**config.mk**
```make
export PLATFORM = sky130hd
export DESIGN_NAME = lsu_mem_master
export DESIGN_NICKNAME = d
export VERILOG_FILES = /design/src/rtl/lsu_mem_master.sv
export SDC_FILE = /design/constraint.sdc
export NUM_CORES = 1
export LEC_CHECK = 0
export CAP_MARGIN = 0
export CORE_MARGIN = 2
export CORE_UTILIZATION = 32
export CTS_BUF_LIST = sky130_fd_sc_hd__clkbuf_8
export DETAILED_ROUTE_END_ITERATION = 12
export PLACE_DENSITY = 0.62
export RECOVER_POWER = 25
export SETUP_SLACK_MARGIN = 0.5
export SLEW_MARGIN = 20
export SYNTH_ARGS = -nofsm -noshare
export SYNTH_HDL_FRONTEND = slang
export SYNTH_SLANG_ARGS = --single-unit
```
**constraint.sdc**
```tcl
create_clock -name clk -period 2.22 [get_ports clk]
set_clock_uncertainty 0.15 [all_clocks]
set_input_delay 0.444 -clock clk [delete_from_list [all_inputs] [get_ports clk]]
set_output_delay 0.444 -clock clk [all_outputs]
set_load 0.005 [all_outputs]
```
**src/rtl/lsu_mem_master.sv**
```systemverilog
// Load/store initiator for a word-wide memory: sub-word loads are extracted and extended, sub-word stores use read-modify-write.
// Latency: error 1, load 2, word store 2, sub-word store 3 cycles; one request at a time. Optional counters under LSU_STATS_EN.
module lsu_mem_master #(
  parameter int MEM_BYTES = 800
) (
  input  logic        clk,
  input  logic        rst_n,
  input  logic        req_valid,
  output logic        req_ready,
  input  logic        req_write,
  input  logic [1:0]  req_size,
  input  logic        req_signed,
  input  logic [31:0] req_addr,
  input  logic [31:0] req_wdata,
  output logic        resp_valid,
  output logic [31:0] resp_rdata,
  output logic        resp_err,
  output logic [31:0] mem_address,
  output logic        mem_read_en,
  output logic        mem_write_en,
  output logic [31:0] mem_write_data,
`ifdef LSU_STATS_EN
  output logic [15:0] stat_loads,
  output logic [15:0] stat_stores,
  output logic [15:0] stat_errors,
`endif
  input  logic [31:0] mem_read_data
);

  localparam logic [31:0] LIMIT = 32'(MEM_BYTES - 4);

  typedef enum logic [2:0] {
    S_IDLE, S_READ, S_WRITE, S_RMW_RD, S_RMW_WR, S_RESP
  } state_t;

  state_t      state_q, state_d;
  logic [31:0] base_q, wdata_q, merge_q, merge_d;
  logic [1:0]  lane_q, size_q;
  logic        signed_q, write_q;
  logic [31:0] rdata_q, rdata_d;
  logic        err_q, err_d;

  logic [31:0] req_base;
  logic [1:0]  req_lane;
  logic        req_bad;
  logic        accept;

  assign req_base = {req_addr[31:2], 2'b00};
  assign req_lane = req_addr[1:0];
  assign req_bad  = (req_size == 2'b11)
                 || (req_size == 2'b10 && req_lane != 2'b00)
                 || (req_size == 2'b01 && req_lane == 2'b11)
                 || (req_base > LIMIT);
  assign accept   = (state_q == S_IDLE) && req_valid;

  logic [4:0]  shamt;
  logic [31:0] shifted, load_ext, lane_mask, lane_ins, merged;

  assign shamt   = {lane_q, 3'b000};
  assign shifted = mem_read_data >> shamt;

  always_comb begin
    load_ext = mem_read_data;
    case (size_q)
      2'b00:   load_ext = signed_q ? {{24{shifted[7]}}, shifted[7:0]}
                                   : {24'h0, shifted[7:0]};
      2'b01:   load_ext = signed_q ? {{16{shifted[15]}}, shifted[15:0]}
                                   : {16'h0, shifted[15:0]};
      default: load_ext = mem_read_data;
    endcase
  end

  // Only the addressed lane(s) of the previously read word are replaced.
  assign lane_mask = (size_q == 2'b00) ? 32'h0000_00FF : 32'h0000_FFFF;
  assign lane_ins  = (size_q == 2'b00) ? {24'h0, wdata_q[7:0]} : {16'h0, wdata_q[15:0]};
  assign merged    = (merge_q & ~(lane_mask << shamt)) | (lane_ins << shamt);

  always_comb begin
    state_d = state_q;
    rdata_d = rdata_q;
    err_d   = err_q;
    merge_d = merge_q;
    case (state_q)
      S_IDLE: begin
        if (req_valid) begin
          if (req_bad) begin
            state_d = S_RESP;
            rdata_d = 32'h0;
            err_d   = 1'b1;
          end else if (!req_write) begin
            state_d = S_READ;
          end else if (req_size == 2'b10) begin
            state_d = S_WRITE;
          end else begin
            state_d = S_RMW_RD;
          end
        end
      end
      S_READ: begin
        state_d = S_RESP;
        rdata_d = load_ext;
        err_d   = 1'b0;
      end
      S_WRITE: begin
        state_d = S_RESP;
        rdata_d = 32'h0;
        err_d   = 1'b0;
      end
      S_RMW_RD: begin
        state_d = S_RMW_WR;
        merge_d = mem_read_data;
      end
      S_RMW_WR: begin
        state_d = S_RESP;
        rdata_d = 32'h0;
        err_d   = 1'b0;
      end
      S_RESP:  state_d = S_IDLE;
      default: state_d = S_IDLE;
    endcase
  end

  always_ff @(posedge clk or negedge rst_n) begin
    if (!rst_n) begin
      state_q  <= S_IDLE;
      base_q   <= 32'h0;
      wdata_q  <= 32'h0;
      merge_q  <= 32'h0;
      lane_q   <= 2'b00;
      size_q   <= 2'b00;
      signed_q <= 1'b0;
      write_q  <= 1'b0;
      rdata_q  <= 32'h0;
      err_q    <= 1'b0;
    end else begin
      state_q <= state_d;
      rdata_q <= rdata_d;
      err_q   <= err_d;
      merge_q <= merge_d;
      if (accept) begin
        base_q   <= req_base;
        wdata_q  <= req_wdata;
        lane_q   <= req_lane;
        size_q   <= req_size;
        signed_q <= req_signed;
        write_q  <= req_write;
      end
    end
  end

  // Memory port is decoded from state and captured registers only.
  always_comb begin
    mem_address    = 32'h0;
    mem_read_en    = 1'b0;
    mem_write_en   = 1'b0;
    mem_write_data = 32'h0;
    case (state_q)
      S_READ, S_RMW_RD: begin
        mem_address = base_q;
        mem_read_en = 1'b1;
      end
      S_WRITE: begin
        mem_address    = base_q;
        mem_write_en   = 1'b1;
        mem_write_data = wdata_q;
      end
      S_RMW_WR: begin
        mem_address    = base_q;
        mem_write_en   = 1'b1;
        mem_write_data = merged;
      end
      default: ;
    endcase
  end

  assign req_ready  = (state_q == S_IDLE);
  assign resp_valid = (state_q == S_RESP);
  assign resp_rdata = rdata_q;
  assign resp_err   = err_q;

`ifdef LSU_STATS_EN
  logic [15:0] loads_q, stores_q, errors_q;

  always_ff @(posedge clk or negedge rst_n) begin
    if (!rst_n) begin
      loads_q  <= 16'h0;
      stores_q <= 16'h0;
      errors_q <= 16'h0;
    end else if (state_q == S_RESP) begin
      if (err_q) begin
        if (errors_q != 16'hFFFF) errors_q <= errors_q + 16'd1;
      end else if (write_q) begin
        if (stores_q != 16'hFFFF) stores_q <= stores_q + 16'd1;
      end else begin
        if (loads_q != 16'hFFFF) loads_q <= loads_q + 16'd1;
      end
    end
  end

  assign stat_loads  = loads_q;
  assign stat_stores = stores_q;
  assign stat_errors = errors_q;
`endif

endmodule

```
* Word level (Yosys, flattened, before mapping)
Cells that the tools add are included.
Operators by class: $lt $le $gt $ge 1, equal/unequal tests 12, shift-type cells 3, multiplexer cells 20, bitwise gates (word level) 3, reductions and logical operators 17
Operators by type and width (count):
- $mux W32 | 5
- $pmux W32 S2 | 2
- $pmux W32 S3 | 1
- $shl A16 B5 Y32 | 2
- $and A32 B32 Y32 | 1
- $gt A32 B10 Y1 const B | 1
- $mux W16 | 2
- $not A32 Y32 | 1
- $or A32 B32 Y32 | 1
- $shr A32 B5 Y16 | 1
- $pmux W3 S3 | 1
- $eq A2 B2 Y1 const B | 3
- $eq A3 B2 Y1 const B | 2
- $eq A3 B3 Y1 const B | 2
- $mux W3 | 2
- $reduce_and A3 Y1 | 2
- $mux W1 | 5
- $eq A2 B1 Y1 const B | 2
- $reduce_bool A2 Y1 | 2
- $reduce_or A2 Y1 | 2
- $reduce_or A4 Y1 | 1
- $eq A3 B1 Y1 const B | 1
- $logic_and A1 B1 Y1 | 3
- $logic_not A3 Y1 | 1
- 8 further kinds | 10
Word-level totals: register bits 135, bits of input ports 103, output and inout port bits 101, logic and storage cells 65

* Depth between registers and ports, before layout
word-level depth 8, mapped depth 7, mapped depth without buffers 4

* Worst setup path after synthesis
Ideal clock, no wire load.
path kind reg-to-output, start register size_q[1], end output port mem_write_data[18], arrival 1655 ps, data required time 1626 ps, setup slack -29 ps, cell stages (with the launch flop) 7, path buffers 2, cells stage by stage dfrtp_1 -> buf_2 -> o21bai_2 -> buf_2 -> mux2_2 -> a21oi_1 -> o21ai_0
Between the ends: longest elaborated chain between the ends 7, elaborated cells between the ends (all ways) 9, classes of those cells 2 x shift; 3 x mux; 3 x bitwise; 1 x reduce/logical
Ends and longest elaborated chain:
- start, declared | line 38 | logic [1:0] lane_q, size_q;
- start signal, assigned | line 144 | size_q <= req_size;
- $logic_not A2 Y1 * | line 74, 75
- $mux W16 | line 74 | assign lane_mask = (size_q == 2'b00) ? 32'h0000_00FF : 32'h0000_FFFF;
- $shl A16 B5 Y32 | line 76 | assign merged = (merge_q & ~(lane_mask << shamt)) | (lane_ins << shamt);
- $not A32 Y32 | line 76
- $and A32 B32 Y32 | line 76
- $or A32 B32 Y32 * | line 76
- $pmux W32 S2 * | line 157 | case (state_q)
- end, declared | line 21 | output logic [31:0] mem_write_data,
Every way passes the cells marked *; elsewhere a longest branch is shown, timed or not.

* Final worst setup path
start register size_q[0], end output port mem_write_data[12]
The elaborated chain is that of the path after synthesis.

==> qor.log <==
qor: run_status.status complete, but fails checks
qor: run_status.violations negative setup slack
qor: power.internal_power 11.1 mW
qor: clocking.worstSkewPairLatency 450 ps
qor: cells_and_area.most-common-layout-cells 141 x sky130_fd_sc_hd__nand2_1, 128 x sky130_fd_sc_hd__dfrtp_1, 101 x sky130_fd_sc_hd__buf_4, 100 x sky130_fd_sc_hd__clkdlybuf4s50_1, 79 x sky130_fd_sc_hd__nand2_2
qor: clocking.tritoncts done
qor: critical_path.worst_setup_path_startpoint size_q[0]
qor: placed_design.place_congestion 0.889
qor: critical_path.setup.worst_path.class reg -> out
qor: power.ir_drop_worst_case_vdd 0.000581 V
qor: synth.ys_ff_latch 135
qor: clocking.clkSlewWorstSetupHoldPaths 90 ps
qor: global_route.grt_first_pass_wirelength 48,800 um
qor: critical_path.crit_fanout 7
qor: timing.layout_worst_path_cycle_share 121%
qor: run.timing.max_cap.violations 0
qor: floorplan.coreArea 0.0234 mm2
qor: synth.yosys_warnings 0
qor: synth.synthesis.area 0.00760 mm2
qor: cells_and_area.design.final.nets 1,325
qor: floorplan.floorplan.die_area 0.0250 mm2
qor: cells_and_area.final_core_util 60.1%
qor: routing.vias 8,424
qor: clocking.cts.sinks 135
qor: global_route.first_global_vias 8,089
qor: global_route.grt_max_degree 61
qor: cells_and_area.area_growth 85.1%
qor: placed_design.place.detailed.hpwl 19,900 um
qor: synth.synth.top_cell.area_share 44.5%
qor: synth.synthTopCellsByArea sky130_fd_sc_hd__dfrtp_1 44%, sky130_fd_sc_hd__nand2_1 13%, sky130_fd_sc_hd__mux2_2 6.1%, sky130_fd_sc_hd__o21ai_0 3.4%, sky130_fd_sc_hd__clkbuf_1 2.6%
qor: floorplan.num_io_pins 204
qor: timing.grt_setup_unrepaired yes
qor: clocking.cts-htree-levels 4
qor: routing.drtAntennaViolNets 0
qor: cells_and_area.stdcell_count 1,555
qor: timing.worstMarginPinSlew 789 ps
qor: timing.final.setup.worst_slack -462 ps
qor: cells_and_area.most_common_cell_after_layout_fill_and_taps_aside sky130_fd_sc_hd__nand2_1
qor: global_route.grt_overflow_total 0
qor: timing.worst_hold_slack 310 ps
qor: routing.first_pass_iters 7
qor: floorplan.initial_core_util 32.5%
qor: floorplan.die-height 158 um
qor: power.power.switching 7.35 mW
qor: critical_path.cp_data_arrival_time 2090 ps
qor: power.power.combinational.fraction 65.4%
qor: timing.period_needed 2680 ps
qor: power.power.share.switching 39.9%
qor: global_route.grt_antenna_before_repair 1
qor: timing.maxSlewViolCount 0
qor: synth.synth_enable_flop_cells 0
qor: cells_and_area.drive_above_1_share 50.9%
qor: power.power-per-cell-area 1310 mW/mm2
qor: clocking.tritoncts.num_buffers 17
qor: placed_design.dp_cells 1,403
qor: critical_path.crit_path_start_kind register
qor: clocking.clockRootBuffer sky130_fd_sc_hd__clkbuf_8
qor: floorplan.die_w 158 um
qor: timing.timing.max_slew.rel_slack 47.4%
qor: routing.detailedRoute.firstIterationViolations 735
qor: synth.synth.avg_cell_area 8.72 um2
qor: cells_and_area.num-fill-cells 1,939
qor: critical_path.r2r-start state_q[2]
qor: min_path.hold_path.class in -> reg
qor: placed_design.i_o_buffers 201
qor: clocking.cts_max_path_buffers 2
qor: critical_path.endpoint mem_write_data[12]
qor: critical_path.required 1630 ps
qor: timing.final-hold-violation-count 0
qor: power.p_leak 6.74 nW
qor: critical_path.critical_path.reg2reg.endpoint resp_rdata[21]
qor: synth.asyncSetResetFlopFracSynth 100%
qor: routing.route.final.wire_length 33,800 um
qor: routing.routed_wire_length_per_instance 21.7 um
qor: synth.synth_top_cell_by_area sky130_fd_sc_hd__dfrtp_1
qor: floorplan.floorplan.rows 56
qor: timing.accumulated_negative_setup_slack -21,130 ps
qor: power.power.share.clock 11.5%
qor: critical_path.reg2regPathDepth 10
qor: critical_path.cp_capture_type primary output
qor: timing.max_freq 373 MHz
qor: min_path.timing.hold.worst.start req_addr[10]
qor: power.share_seq_of_total_power 23.2%
qor: critical_path.reg2reg_slack -50 ps
qor: synth.synth_cell_type_count 51
qor: synth.synth_ff_type sky130_fd_sc_hd__dfrtp_1
qor: routing.route.detailed.vias_per_inst 5.42
qor: synth.synth_sequential_area_ratio 44.5%
qor: timing.setup_violations 89
qor: routing.drcViolationCount 0
qor: global_route.groute.usage.overall 26.1%
qor: synth.post_synth_inst_count 871
metal layers:
layer  wire [um]  part of all wire, %  vias to the layer above  GRT usage [%]
met5           0                    0                        -              0
met4        1110                  3.3                        0           9.95
met3        1900                  5.6                       68           3.59
met2       16500                   49                      373           42.7
met1       14300                   42                     4180           35.2
li1            -                    -                     3803              -
worst max-delay path: stages, from the launching register on:
cell and delay (ps):
sky130_fd_sc_hd__dfrtp_2 470, sky130_fd_sc_hd__o21bai_4 210, sky130_fd_sc_hd__buf_6 120, sky130_fd_sc_hd__buf_6 100, sky130_fd_sc_hd__buf_16 110, sky130_fd_sc_hd__o22a_1 120, sky130_fd_sc_hd__nor2_1 40, sky130_fd_sc_hd__o31ai_2 280
sky130_fd_sc_hd__buf_2 170
logic make-up (layout without fill, tap and decap cells):
kind of cell	Yosys count	in the layout	synth area share (%)
buffers and inverters	78	439	4.38
muxes	58	58	8.48
and+or+nand+nor	412	414	25.3
DFF	135	135	44.5
AOI/OAI and AO/OA	187	187	17.3
other	1	3	0.0494
Yosys cell counts (2+ instances only):
master and count:
sky130_fd_sc_hd__and3b_1 2, sky130_fd_sc_hd__o211ai_1 7, sky130_fd_sc_hd__buf_1 7, sky130_fd_sc_hd__buf_4 3, sky130_fd_sc_hd__o22ai_1 16, sky130_fd_sc_hd__clkbuf_1 53
sky130_fd_sc_hd__o221ai_1 16, sky130_fd_sc_hd__o31ai_1 16, sky130_fd_sc_hd__nor2b_1 6, sky130_fd_sc_hd__or4b_2 16, sky130_fd_sc_hd__a21o_1 2, sky130_fd_sc_hd__a2bb2oi_1 7
sky130_fd_sc_hd__inv_1 2, sky130_fd_sc_hd__nand3_1 10, sky130_fd_sc_hd__mux2_2 41, sky130_fd_sc_hd__nand2b_1 3, sky130_fd_sc_hd__or3_1 16, sky130_fd_sc_hd__a211oi_1 8
sky130_fd_sc_hd__or2_2 2, sky130_fd_sc_hd__nor2_1 23, sky130_fd_sc_hd__buf_2 11, sky130_fd_sc_hd__o22a_1 8, sky130_fd_sc_hd__or4_1 3, sky130_fd_sc_hd__o2bb2ai_1 7
sky130_fd_sc_hd__nand2_1 273, sky130_fd_sc_hd__a22o_1 9, sky130_fd_sc_hd__dfrtp_1 135, sky130_fd_sc_hd__buf_6 2, sky130_fd_sc_hd__and2_1 31, sky130_fd_sc_hd__o21ai_0 51
sky130_fd_sc_hd__a21oi_1 17, sky130_fd_sc_hd__mux2i_1 16, sky130_fd_sc_hd__nor4_1 19, sky130_fd_sc_hd__a32oi_1 16
repair_timing:
action,in CTS,in global routing
hold endpoints to repair,22,0
gates resized for setup,480,221
pin swaps,108,135
hold buffers,1,0
endpoints found under the setup margin,234,234
cloned,23,4
setup buffers,54,37
worst min-delay path by stage:
stage,slack (ps),end,depth (start not counted)
finish,310,base_q[10],4
CTS,270,base_q[10],4
global route,300,base_q[10],4
floorplan,-2,base_q[10],0
detailed placement,230,base_q[2],1
global placement,230,base_q[2],1
power groups by stage:
stage	combinational, mW	clock (mW)	sequential, mW
after global routing	12.8	2.24	4.36
after CTS	10.7	2.14	4.21
after global placement	7.73	0	4.19
after floorplan	4.51	0	3.94
after detailed placement	7.80	0	4.22
final	12.0	2.11	4.27
cell type report:
class	instances	area [um2]	share of cell area, %
inverter	2	7.51	0.0534
antenna	1	2.50	0.0178
multi-input combinational	661	5320	37.8
sequential	135	3390	24.1
clock inverter	14	151	1.08
timing repair buffer	405	4550	32.3
clock buffer	18	248	1.76
tap	319	399	2.84
flip-flops by register name (all words and copies together) (netlist names):
register	flops
merge_q	32
resp_rdata	32
wdata_q	32
base_q	30
state_q	3
lane_q	2
size_q	2
resp_err	1
signed_q	1
per-stage QoR:
| step | setup WS (ps) | power [mW] | cell area [um2] |
|---|---|---|---|
| finish | -462 | 18.4 | 14100 |
| global route | -547 | 19.3 | 14100 |
| CTS | -459 | 17.0 | 12900 |
| detailed placement | -310 | 12.0 | 10900 |
| global placement | -276 | 11.9 | 10900 |
| floorplan | 208 | 8.44 | 8120 |
Note: power is estimated with default switching activity, not from simulation.
